File: src/rtl/pc_pkg.sv
// Shared types and default constants for the fetch-stage PC generator.
// Redirect priorities are ordered so that a numeric compare gives precedence.
package pc_pkg;

  typedef enum logic [1:0] {
    PRIO_NONE = 2'd0,
    PRIO_BR   = 2'd1,
    PRIO_ERET = 2'd2,
    PRIO_EXC  = 2'd3
  } redir_prio_t;

  localparam logic [31:0] DEF_RESET_VEC = 32'h0000_3000;
  localparam logic [31:0] DEF_EXC_VEC   = 32'h0000_4180;
  localparam int unsigned DEF_STEP      = 32'd4;
  localparam int unsigned DEF_CNT_W     = 32'd16;

  // Instruction fetch requires word alignment.
  function automatic logic is_misaligned(input logic [1:0] lsb);
    return (lsb != 2'b00);
  endfunction

endpackage

File: src/rtl/pc_redirect_sel.sv
// Combinational priority select between two redirect candidates.
// On equal priority the second candidate (b) wins.
module pc_redirect_sel
  import pc_pkg::*;
#(
  parameter int unsigned WIDTH = 32
) (
  input  redir_prio_t      a_prio_i,
  input  logic [WIDTH-1:0] a_target_i,
  input  redir_prio_t      b_prio_i,
  input  logic [WIDTH-1:0] b_target_i,
  output redir_prio_t      prio_o,
  output logic [WIDTH-1:0] target_o
);

  // Pick the higher-priority candidate, b on a tie.
  always_comb begin
    prio_o   = PRIO_NONE;
    target_o = '0;
    if (b_prio_i >= a_prio_i) begin
      prio_o   = b_prio_i;
      target_o = b_target_i;
    end else begin
      prio_o   = a_prio_i;
      target_o = a_target_i;
    end
  end

endmodule

File: src/rtl/pc_gen.sv
// Fetch-stage program counter: exception/ERET/branch redirects, sequential step,
// stall hold with a one-entry redirect buffer, and a saturating redirect counter.
module pc_gen
  import pc_pkg::*;
#(
  parameter int unsigned     WIDTH     = 32,
  parameter logic [WIDTH-1:0] RESET_VEC = WIDTH'(DEF_RESET_VEC),
  parameter logic [WIDTH-1:0] EXC_VEC   = WIDTH'(DEF_EXC_VEC),
  parameter int unsigned     STEP      = DEF_STEP,
  parameter int unsigned     CNT_W     = DEF_CNT_W
) (
  input  logic             clk,
  input  logic             reset_n,
  input  logic             stall,
  input  logic             br_valid,
  input  logic [WIDTH-1:0] br_target,
  input  logic             eret_valid,
  input  logic [WIDTH-1:0] epc,
  input  logic             exc_valid,
  output logic [WIDTH-1:0] pc,
  output logic             pc_misaligned,
  output logic             redirect_pending,
  output logic [CNT_W-1:0] redirect_cnt
);

  localparam logic [WIDTH-1:0] STEP_W  = WIDTH'(STEP);
  localparam logic [CNT_W-1:0] CNT_MAX = {CNT_W{1'b1}};
  localparam logic [CNT_W-1:0] CNT_ONE = CNT_W'(1);

  logic [WIDTH-1:0] pc_q, pc_d;
  redir_prio_t      pend_prio_q, pend_prio_d;
  logic [WIDTH-1:0] pend_tgt_q, pend_tgt_d;
  logic [CNT_W-1:0] cnt_q, cnt_d;

  redir_prio_t      br_prio_s, hi_prio_s, cur_prio_s, win_prio_s;
  logic [WIDTH-1:0] hi_tgt_s, cur_tgt_s, win_tgt_s;

  // Exception outranks ERET; branch is merged below by the shared selector.
  always_comb begin
    hi_prio_s = PRIO_NONE;
    hi_tgt_s  = '0;
    if (exc_valid) begin
      hi_prio_s = PRIO_EXC;
      hi_tgt_s  = EXC_VEC;
    end else if (eret_valid) begin
      hi_prio_s = PRIO_ERET;
      hi_tgt_s  = epc;
    end else begin
      hi_prio_s = PRIO_NONE;
      hi_tgt_s  = '0;
    end
  end

  assign br_prio_s = br_valid ? PRIO_BR : PRIO_NONE;

  pc_redirect_sel #(.WIDTH(WIDTH)) u_cur_sel (
    .a_prio_i   (br_prio_s),
    .a_target_i (br_target),
    .b_prio_i   (hi_prio_s),
    .b_target_i (hi_tgt_s),
    .prio_o     (cur_prio_s),
    .target_o   (cur_tgt_s)
  );

  // Current request is second so it wins ties: newest-wins while stalled,
  // current-wins on release.
  pc_redirect_sel #(.WIDTH(WIDTH)) u_win_sel (
    .a_prio_i   (pend_prio_q),
    .a_target_i (pend_tgt_q),
    .b_prio_i   (cur_prio_s),
    .b_target_i (cur_tgt_s),
    .prio_o     (win_prio_s),
    .target_o   (win_tgt_s)
  );

  // Next-state: hold and buffer under stall, otherwise apply winner or step.
  always_comb begin
    pc_d        = pc_q;
    pend_prio_d = pend_prio_q;
    pend_tgt_d  = pend_tgt_q;
    cnt_d       = cnt_q;
    if (stall) begin
      pend_prio_d = win_prio_s;
      pend_tgt_d  = win_tgt_s;
    end else begin
      pend_prio_d = PRIO_NONE;
      pend_tgt_d  = '0;
      if (win_prio_s != PRIO_NONE) begin
        pc_d = win_tgt_s;
        if (cnt_q != CNT_MAX) begin
          cnt_d = cnt_q + CNT_ONE;
        end else begin
          cnt_d = cnt_q;
        end
      end else begin
        pc_d = pc_q + STEP_W;
      end
    end
  end

  // State registers with synchronous active-low reset.
  always_ff @(posedge clk) begin
    if (!reset_n) begin
      pc_q        <= RESET_VEC;
      pend_prio_q <= PRIO_NONE;
      pend_tgt_q  <= '0;
      cnt_q       <= '0;
    end else begin
      pc_q        <= pc_d;
      pend_prio_q <= pend_prio_d;
      pend_tgt_q  <= pend_tgt_d;
      cnt_q       <= cnt_d;
    end
  end

  assign pc               = pc_q;
  assign pc_misaligned    = is_misaligned(pc_q[1:0]);
  assign redirect_pending = (pend_prio_q != PRIO_NONE);
  assign redirect_cnt     = cnt_q;

endmodule

File: config.mk
export PLATFORM = sky130hd
export DESIGN_NAME = pc_gen
export DESIGN_NICKNAME = d
export VERILOG_FILES = /design/src/rtl/pc_pkg.sv /design/src/rtl/pc_redirect_sel.sv /design/src/rtl/pc_gen.sv
export SDC_FILE = /design/constraint.sdc
export NUM_CORES = 1
export LEC_CHECK = 0
export ABC_AREA = 1
export CAP_MARGIN = 20
export CORE_MARGIN = 8
export CORE_UTILIZATION = 45
export CTS_CLUSTER_DIAMETER = 100
export DETAILED_ROUTE_END_ITERATION = 10
export PLACE_DENSITY = 0.71
export SLEW_MARGIN = 20
export SYNTH_ARGS = -nofsm -noshare
export SYNTH_HDL_FRONTEND = slang
export SYNTH_HIERARCHICAL = 1
export SYNTH_SLANG_ARGS = --single-unit
File: constraint.sdc
create_clock -name clk -period 7.25 [get_ports clk]
set_input_delay 0.725 -clock clk [delete_from_list [all_inputs] [get_ports clk]]
set_output_delay 0.725 -clock clk [all_outputs]
set_load 0.01 [all_outputs]
==> results.json <==
{
  "placed_cells": 1188,
  "synth_cell_type_count": 31,
  "postRouteWirelength_um": 16200,
  "worstSetupStartpointType": "input port",
  "power.internal_mw": 0.885,
  "ir_drop_mv": 0.143,
  "syn_avg_cell_area_um2": 5.76,
  "initial_utilization": 0.461,
  "floorplan.die.width_um": 127,
  "most-common-layout-cells": "sky130_fd_sc_hd__nand2_1 (366), sky130_fd_sc_hd__nor2_1 (135), sky130_fd_sc_hd__clkdlybuf4s50_1 (119)",
  "total_leakage_power_nw": 2.91,
  "cts.repair.resized": 0,
  "final_common_cell": "sky130_fd_sc_hd__nand2_1",
  "path_max_fanout": 34,
  "report.final.setup_viol": 0,
  "detailed_place_hpwl_um": 11900,
  "track_usage": 0.200,
  "synthesis.yosys.warnings": 6,
  "synth_flop_cell": "sky130_fd_sc_hd__dfxtp_1",
  "cp.required_ns": 7.48,
  "antenna_fix_cells": 0,
  "layout_worst_path_cycle_share": 0.719,
  "edff_count_synth": 0,
  "cts-htree-levels": 3,
  "clock_transition_at_the_registers_of_the_reported_paths_ns": 0.06,
  "ioPinCount": 120,
  "critical_path_arrival_ns": 5.44,
  "fin_util": 0.582,
  "clkSinkCount": 82,
  "mappedNetlistNets": 1039,
  "fill_cells": 1205,
  "swShare": 0.288,
  "layout-drive-gt1-share": 0.0388,
  "period_needed_ns": 5.21,
  "cts_hold_buffers": 0,
  "rsz0062_at_grt": "false",
  "status": "complete, no violations",
  "placement_rows": 40,
  "drc_violation_count_after_routing": 0,
  "chipHeight_um": 127,
  "final.setup_skew_ns": 0.00495,
  "fin_nets": 1130,
  "grt_antenna_before_repair": 0,
  "synth_cells": 961,
  "routed-via-count": 6006,
  "globalplace.congestion": 0.860,
  "worstSetupPathType": "input port to flip-flop",
  "die_area_um2": 16100,
  "setup.worst_path.end_class": "flip-flop",
  "global_route_wire_length_before_repair_um": 26700,
  "cts_max_path_buffers": 2,
  "relSlewSlack": 0.340,
  "io_buffers": 119,
  "count_of_maximum_capacitance_violations": 0,
  "post_cts.repair.setup_buffers": 0,
  "finish.cell_count_without_fillers": 1204,
  "sequential_cell_fraction_of_total_power": 0.401,
  "drt-pass1-iter-count": 6,
  "via_count_of_the_first_global_routing_pass": 5557,
  "yosysSeqAreaShare": 0.297,
  "setup_total_negative_slack_ns": 0,
  "cts_tree": "built",
  "globalRouteOverflowTotal": 0,
  "drt-initial-drc-count": 516,
  "postRouteAntennaNets": 0,
  "timing.final.max_slew_violations": 0,
  "finalHoldViolCount": 0,
  "worst_skew_pair.late_latency_ns": 0.34,
  "p_comb_frac": 0.206,
  "holdCritPathClass": "flip-flop to flip-flop",
  "power.switching_mw": 0.358,
  "worst-slew-pin-transition_ns": 0.989,
  "post_drt_via_cell_ratio": 4.99,
  "clk_root_buffer_cell": "sky130_fd_sc_hd__clkbuf_16",
  "asyncSetResetFlopFracSynth": 0,
  "route.detailed.wl_per_inst_um": 13.4,
  "maximum_number_of_pins_on_one_net_before_global_route_repair": 43,
  "clock.fmax_ghz": 0.192,
  "synthesis_to_finish_area_growth_pct": 26.3,
  "postSynthRegisterBits": 82,
  "cts_inserted_buffers": 9,
  "pwr_density_cell_nw_per_um2": 178,
  "pwr-share-clk": 0.392,
  "synth.cell_area_um2": 5540,
  "core_area_um2": 12000
}
synth_stat cells (2+ instances only):
cell                       number  area, µm²
sky130_fd_sc_hd__nand3_1      107        536
sky130_fd_sc_hd__ha_1           8        100
sky130_fd_sc_hd__buf_6          9        101
sky130_fd_sc_hd__dfxtp_1       82       1640
sky130_fd_sc_hd__nand2_1      366       1370
sky130_fd_sc_hd__buf_4          6       45.0
sky130_fd_sc_hd__nor2_4         2       22.5
sky130_fd_sc_hd__nand2_2        8       50.1
sky130_fd_sc_hd__o22ai_1        5       31.3
sky130_fd_sc_hd__nand3_4        2       35.0
sky130_fd_sc_hd__inv_2          5       18.8
sky130_fd_sc_hd__or2_2          3       18.8
sky130_fd_sc_hd__nor2_1       135        507
sky130_fd_sc_hd__buf_2          8       40.0
sky130_fd_sc_hd__a21oi_1       40        200
sky130_fd_sc_hd__o21ai_0       29        145
sky130_fd_sc_hd__clkbuf_1      19       71.3
sky130_fd_sc_hd__nand4_1        8       50.1
sky130_fd_sc_hd__xor2_1        10       87.6
sky130_fd_sc_hd__inv_1         95        357
sky130_fd_sc_hd__xnor2_1        4       35.0
flip-flops by register name (all words and copies together) (netlist names):
name,flops
pc,32
pend_tgt_q,32
redirect_cnt,16
pend_prio_q,2
power groups by stage:
stage               Sequential (mW)  Clock (mW)  Combinational [mW]
detailed placement            0.508           0               0.257
CTS                           0.499       0.493               0.259
finish                        0.499       0.488               0.257
global route                  0.502       0.511               0.287
global placement              0.508           0               0.256
floorplan                     0.508           0               0.159
cell type report:
| cell class | count | area, µm² | share of cell area |
|---|---|---|---|
| Multi-Input combinational cell | 735 | 3250 | 0.465 |
| Sequential cell | 82 | 1640 | 0.235 |
| Timing Repair Buffer | 123 | 1220 | 0.175 |
| Inverter | 101 | 379 | 0.0542 |
| Clock buffer | 11 | 233 | 0.0333 |
| Tap cell | 147 | 184 | 0.0263 |
| Clock inverter | 5 | 78.8 | 0.0113 |
per-layer routing:
layer	track usage	share of wire
met2	0.349	0.49
met3	0.0490	0.057
met5	0	0
met4	0.0420	0.013
met1	0.242	0.44
per-stage QoR:
stage / hold WS, ns / worst slack [ns] / total power, mW / cell area, µm²
floorplan: 0.501 / 3.60 / 0.667 / 5540
global placement: 0.478 / 1.85 / 0.764 / 6680
detailed placement: 0.484 / 1.69 / 0.766 / 6680
CTS: 0.495 / 2.03 / 1.25 / 6990
global route: 0.526 / 1.50 / 1.30 / 6990
finish: 0.491 / 2.04 / 1.24 / 6990
path summary, 6_finish.rpt:
check                                     from     end  slack, ns  cells past startpoint
worst max-delay path                 exc_valid  pc[11]       2.04                     21
worst min-delay path                    pc[31]  pc[31]       0.49                      2
worst max register to register  pend_prio_q[1]  pc[11]       4.09                     12
worst min register to register          pc[31]  pc[31]       0.49                      2
cell families (layout without fill, tap and decap cells):
kind of cell	Yosys count	after routing	share of synthesized area
simple gates	634	634	0.472
buf+inv	144	240	0.116
flops	82	82	0.297
compound gates	78	78	0.0753
xor+xnor	14	14	0.0222
fa+ha+maj	8	8	0.0181
other cells	1	1	0.000677
worst max-delay path, stage by stage:
cell and delay (ns):
sky130_fd_sc_hd__clkdlybuf4s50_1 0.39, sky130_fd_sc_hd__buf_4 0.23, sky130_fd_sc_hd__or2_2 0.34, sky130_fd_sc_hd__ha_1 0.20
sky130_fd_sc_hd__inv_2 0.43, sky130_fd_sc_hd__nand3_4 0.37, sky130_fd_sc_hd__nand2_1 0.14, sky130_fd_sc_hd__nand2_1 0.07
sky130_fd_sc_hd__inv_1 0.06, sky130_fd_sc_hd__ha_1 0.24, sky130_fd_sc_hd__inv_1 0.06, sky130_fd_sc_hd__nand2_1 0.05
sky130_fd_sc_hd__nand2_2 0.45, sky130_fd_sc_hd__nand3_1 0.14, sky130_fd_sc_hd__nand2_1 0.13, sky130_fd_sc_hd__nor2_1 0.05
sky130_fd_sc_hd__buf_4 0.22, sky130_fd_sc_hd__inv_1 0.76, sky130_fd_sc_hd__a21oi_1 0.17, sky130_fd_sc_hd__o21ai_0 0.12
sky130_fd_sc_hd__nand2_1 0.07
Note: power is estimated with default switching activity, not from simulation.
==> patch 1: new RTL, config.mk and constraints unchanged <==
Register the output `redirect_cnt` once more, without a reset; this adds one clock of latency there. The other outputs are not delayed to match.
--- a/src/rtl/pc_gen.sv
+++ b/src/rtl/pc_gen.sv
@@ -117,5 +117,7 @@
   assign pc_misaligned    = is_misaligned(pc_q[1:0]);
   assign redirect_pending = (pend_prio_q != PRIO_NONE);
-  assign redirect_cnt     = cnt_q;
+  always_ff @(posedge clk) begin
+    redirect_cnt <= cnt_q;
+  end
 
 endmodule
Check against the original RTL: not equivalent (Yosys sat finds a counterexample within 4 cycles, from zero or initial values and one cycle with reset_n low).
==> patch 1 against the unedited design <==
Sequential cell count is 16 higher. Critical endpoint is now pc[3]. Area after synthesis is 5.9% higher. Count of clock-buffer cells in the layout is 1 higher. Critical path type unchanged. Critical path depth is 2 lower. Power is 6.2% higher. Clock power is 3% lower. Routed wire length is 0.89% higher. Highest routed layer unchanged. Worst setup slack worse by 270 ps. Final area is 5.1% higher. Synthesized cell count is 0.83% higher. Hold slack worse by 87 ps. Die area is 5.1% higher. Maximum frequency is 4.9% lower.
==> patch 1: results (changes against the unedited design) <==
* Status: finished clean
* Slowest Stage Delay on Critical Path at 710 ps (-50 ps)
* Via count at 6088 (+1.4%)
* Number of detailed-route iterations in the first pass at 5 (-1)
* Root buf cell: clkbuf_16
* Post-synth top cells: nand2_1 (361), nor2_1 (130), nand3_1 (108)
* DR WL/cell at 13.2 µm (-1.9%)
* Layout cells sized above 1 at 5.07% (+1.2 points)
* Latest clock arrival within the worst-skew pair at 350 ps
* Leakage at 3.05 nW (+4.6%)
* Mux share of post-synthesis cell area at 0% (unchanged)
* Synth Area in Compound Gates at 7.60% (+0.072 points)
* H-tree Lvls at 3 (unchanged)
* Arrival time worst endpoint at 5710 ps (+270 ps)
* Max Buffers Root-to-Sink at 2 (unchanged)
* Xor and xnor fraction of the mapped netlist area at 2.24% (+0.026 points)
* Worst slack at placement at 1470 ps (-222 ps)
* Diodes inserted at 0 (unchanged)
* HPWL after DPL at 12400 µm (+4.2%)
* IR Drop Worst-Case VDD at 0.000129 V (-9.8%)
* Largest net degree at the start of global routing at 44 (+2.3%)
* RD Place Congestion at 0.896 (+4.2%)
* Total of warnings raised by yosys at 6 (unchanged)
* Final setup violation count at 0 (unchanged)
* Slew headroom at 32.2% (-1.8 points)
* Nets at 1139 (+0.80%)
* Hold crit path type: flop to flop
* Initial DRC Count at 489 (-5.2%)
* Post-Route Skew at 5.84 ps (+0.890 ps)
* Avg Inst Size Synth at 6.05 µm² (+5.0%)
* Register area share after synthesis at 33.5% (+3.8 points)
* Top_reg_cell synth: dfxtp_1
* Number of port buffers at 119 (unchanged)
* Vias in the first global route at 5674 (+2.1%)
* Gr usage total at 20.0% (+0.049 points)
* Post-synthesis adder-cell area fraction at 1.71% (-0.10 points)
* TritonCTS Buffers at 9 (unchanged)
* Post-CTS Setup Repair Bufs at 0 (unchanged)
* Layout fillers at 1302 (+8.0%)
* Final Non-Filler Cells at 1238 (+2.8%)
* Initial antenna violation count at 0 (unchanged)
* First-pass GRT wire length at 27200 µm (+2.0%)
* Area after DPL at 7050 µm² (+5.5%)
* Fraction of registers with async set/reset at 0% (unchanged)
* CP max stage cell: clkdlybuf4s50_1
* Syn_nets at 1047 (+0.77%)
* Post-CTS resize count at 0 (unchanged)
* Number of distinct library cells after synthesis at 32 (+3.2%)
* Critical Path Fanout Max at 34 (unchanged)
* Clock transition at the registers of the reported paths at 70 ps
* Synth area leaders: dfxtp_1 (33%), nand2_1 (23%), nand3_1 (9.2%)
patch 1: logic make-up after synthesis:
group,count (synthesis)
simple gates,629
flops,98
compound gates,78
other cells,1
fa+ha+maj,8
xor+xnor,15
buf+inv,140
patch 1: worst paths after layout:
check	to	from	depth (start not counted)	slack, ps
worst max register to register	pc[3]	pend_prio_q[1]	10	4050
worst min-delay path	redirect_cnt[14]	cnt_q[14]	0	400
worst min register to register	redirect_cnt[14]	cnt_q[14]	0	400
worst max-delay path	pc[3]	exc_valid	19	1770
patch 1: layout make-up:
class	count	area [µm²]	area share [%]
sequential	98	1960	26.7
inverter	98	368	5.01
clock inverter	4	32.5	0.443
timing repair buffer	123	1220	16.6
tap	172	215	2.93
multi-input combinational	731	3280	44.7
clock buffer	12	267	3.63
patch 1: per-stage QoR:
step                hold slack [ps]  util, %
floorplan                       373        -
global placement                396     55.6
detailed placement              395     55.6
CTS                             401     58.0
global route                    422     58.0
finish                          403     58.0
patch 1: critical path, delay by kind of cell:
kind | cells | cell delay, ps
compound gates | 2 | 430
buf+inv | 6 | 2160
simple gates | 9 | 2020
fa+ha+maj | 2 | 340
patch 1: power breakdown:
| group | total [W] | switching [W] | leakage [nW] | internal [W] |
|---|---|---|---|---|
| logic | 0.000259 | 0.000148 | 2.10 | 0.000111 |
| registers | 0.000588 | 0.0000257 | 0.797 | 0.000562 |
| clock network | 0.000474 | 0.000210 | 0.147 | 0.000264 |
patch 1: routing by layer:
layer  vias to the layer above  share of wire [%]  track usage, %
met5                         -                  0               0
met4                         0                2.5            6.49
met3                        28                6.1            5.43
met2                       134                 47            34.1
met1                      2723                 44            23.9
li1                       3203                  -               -
==> patch 2: new RTL, same settings <==
Without the edit above. The package constant `DEF_CNT_W` goes from 32'd16 to 32'd18.
--- a/src/rtl/pc_pkg.sv
+++ b/src/rtl/pc_pkg.sv
@@ -13,5 +13,5 @@
   localparam logic [31:0] DEF_EXC_VEC   = 32'h0000_4180;
   localparam int unsigned DEF_STEP      = 32'd4;
-  localparam int unsigned DEF_CNT_W     = 32'd16;
+  localparam int unsigned DEF_CNT_W     = 32'd18;
 
   // Instruction fetch requires word alignment.
Ports: changed (resized redirect_cnt); port bits go from 120 to 122. The function was not compared with the original's and may differ.
==> patch 2 against the unedited design <==
Via count up 0.32%. Area after synthesis rose by 1.5%. Final area rose by 2.1%. Sequential power is 2% higher. Non-clock buffer count up 3. Power fell by 0.92%. Worst setup slack worse by 310 ps. Clock power down 4.7%. Sequential share of layout area increased by 0.079 points. Routed wire length is 1.1% higher. Sequential cell count rose by 2. Global-route usage is 0.22 points higher. Highest routed layer unchanged.
==> patch 2: results (changes against the unedited design) <==
* Met3 WL at 812 µm (-12%)
* Crit-path leading delay family: buffers and inverters
* FFs & Latches at 84 (+2.4%)
* FF-to-FF path depth at 13 (+1)
* GR Util met3 at 3.79% (-1.1 points)
* Comb_multi_in at 727 (-1.1%)
* First-pass GRT wire length at 27000 µm (+1.1%)
* Internal reg-to-reg setup slack at 3850 ps (-240 ps)
* CP max stage cell: clkdlybuf4s50_1
* Layout cells sized above 1 at 6.10% (+2.2 points)
* Status: finished clean
* Clock buffer count at 10 (-1)
* Switch share at 29.3% (+0.48 points)
* Initial DRC Count at 413 (-20%)
* Register area share after synthesis at 29.9% (+0.27 points)
* Synth area leaders: dfxtp_1 (30%), nand2_1 (23%), nand3_1 (9.0%)
* Nets at 1123 (-0.62%)
* Tmin final at 5520 ps (+314 ps)
* Number of distinct library cells after synthesis at 33 (+6.5%)
* Post-Route Skew at 8.22 ps (+3.27 ps)
* Arrival time worst endpoint at 5790 ps (+350 ps)
* GR Util met2 at 37.6% (+2.7 points)
* IR Drop Worst-Case VDD at 0.000136 V (-4.6%)
* Post-layout util at 57.5% (-0.71 points)
* Critical Path Fanout Max at 33 (-2.9%)
* Inverter count at 97 (-4.0%)
* Vias in the first global route at 5785 (+4.1%)
* Gr usage total at 20.2% (+0.22 points)
* HPWL after DPL at 12400 µm (+4.0%)
* Footprint of the multi-input gates at 3320 µm² (+1.9%)
* Largest net degree at the start of global routing at 48 (+12%)
* Syn_nets at 1030 (-0.87%)
* Avg Inst Size Synth at 5.90 µm² (+2.5%)
* Worst slack at placement at 1370 ps (-323 ps)
* Final Non-Filler Cells at 1222 (+1.5%)
* FF/Latch Area at 1680 µm² (+2.4%)
* DRT Wirelength at 16400 µm (+1.1%)
* Multi-input combinational area share at 46.5% (-0.078 points)
* Area after DPL at 6820 µm² (+2.1%)
* Met2 routed WL at 8360 µm (+5.7%)
* Worst Tran Pin Value at 596 ps (-393 ps)
* Slowest Stage Delay on Critical Path at 850 ps (+90 ps)
* Post-synth top cells: nand2_1 (341), nor2_1 (128), nand3_1 (101)
* Grt ovf at 0 (unchanged)
* GR Util met1 at 22.0% (-2.1 points)
* Number of detailed-route iterations in the first pass at 5 (-1)
* Met1 wire length at 6800 µm (-4.9%)
* Reg-to-Reg End: pc[5]
* Clk tree area frac at 4.24% (-0.21 points)
* WHS at 502 ps (+11.0 ps)
* Buffer share of cell area at 17.6% (+0.13 points)
patch 2: cell types whose count changed after synthesis, sizes merged, moves of 2 or more:
cell,change
nand3,-4
nand2,-22
o21ai,+5
clkbuf,-2
buf,+3
inv,-4
a21oi,+6
dfxtp,+2
nand3b,+6
nand4,-3
xor2,+4
nor3,+3
patch 2: power by group through the flow:
stage                     Combinational (W)  Sequential, W  Clock [W]
final                              0.000259       0.000508   0.000465
after global routing               0.000292       0.000511   0.000493
after detailed placement           0.000259       0.000518          0
after CTS                          0.000261       0.000508   0.000473
after floorplan                    0.000160       0.000518          0
after global placement             0.000258       0.000518          0
patch 2: cells by family after synthesis:
family | synth area share (%)
simple gates | 46.2
fa+ha+maj | 1.78
flops | 29.9
xor+xnor | 2.81
buf+inv | 11.1
compound gates | 8.15
other cells | 0.0667
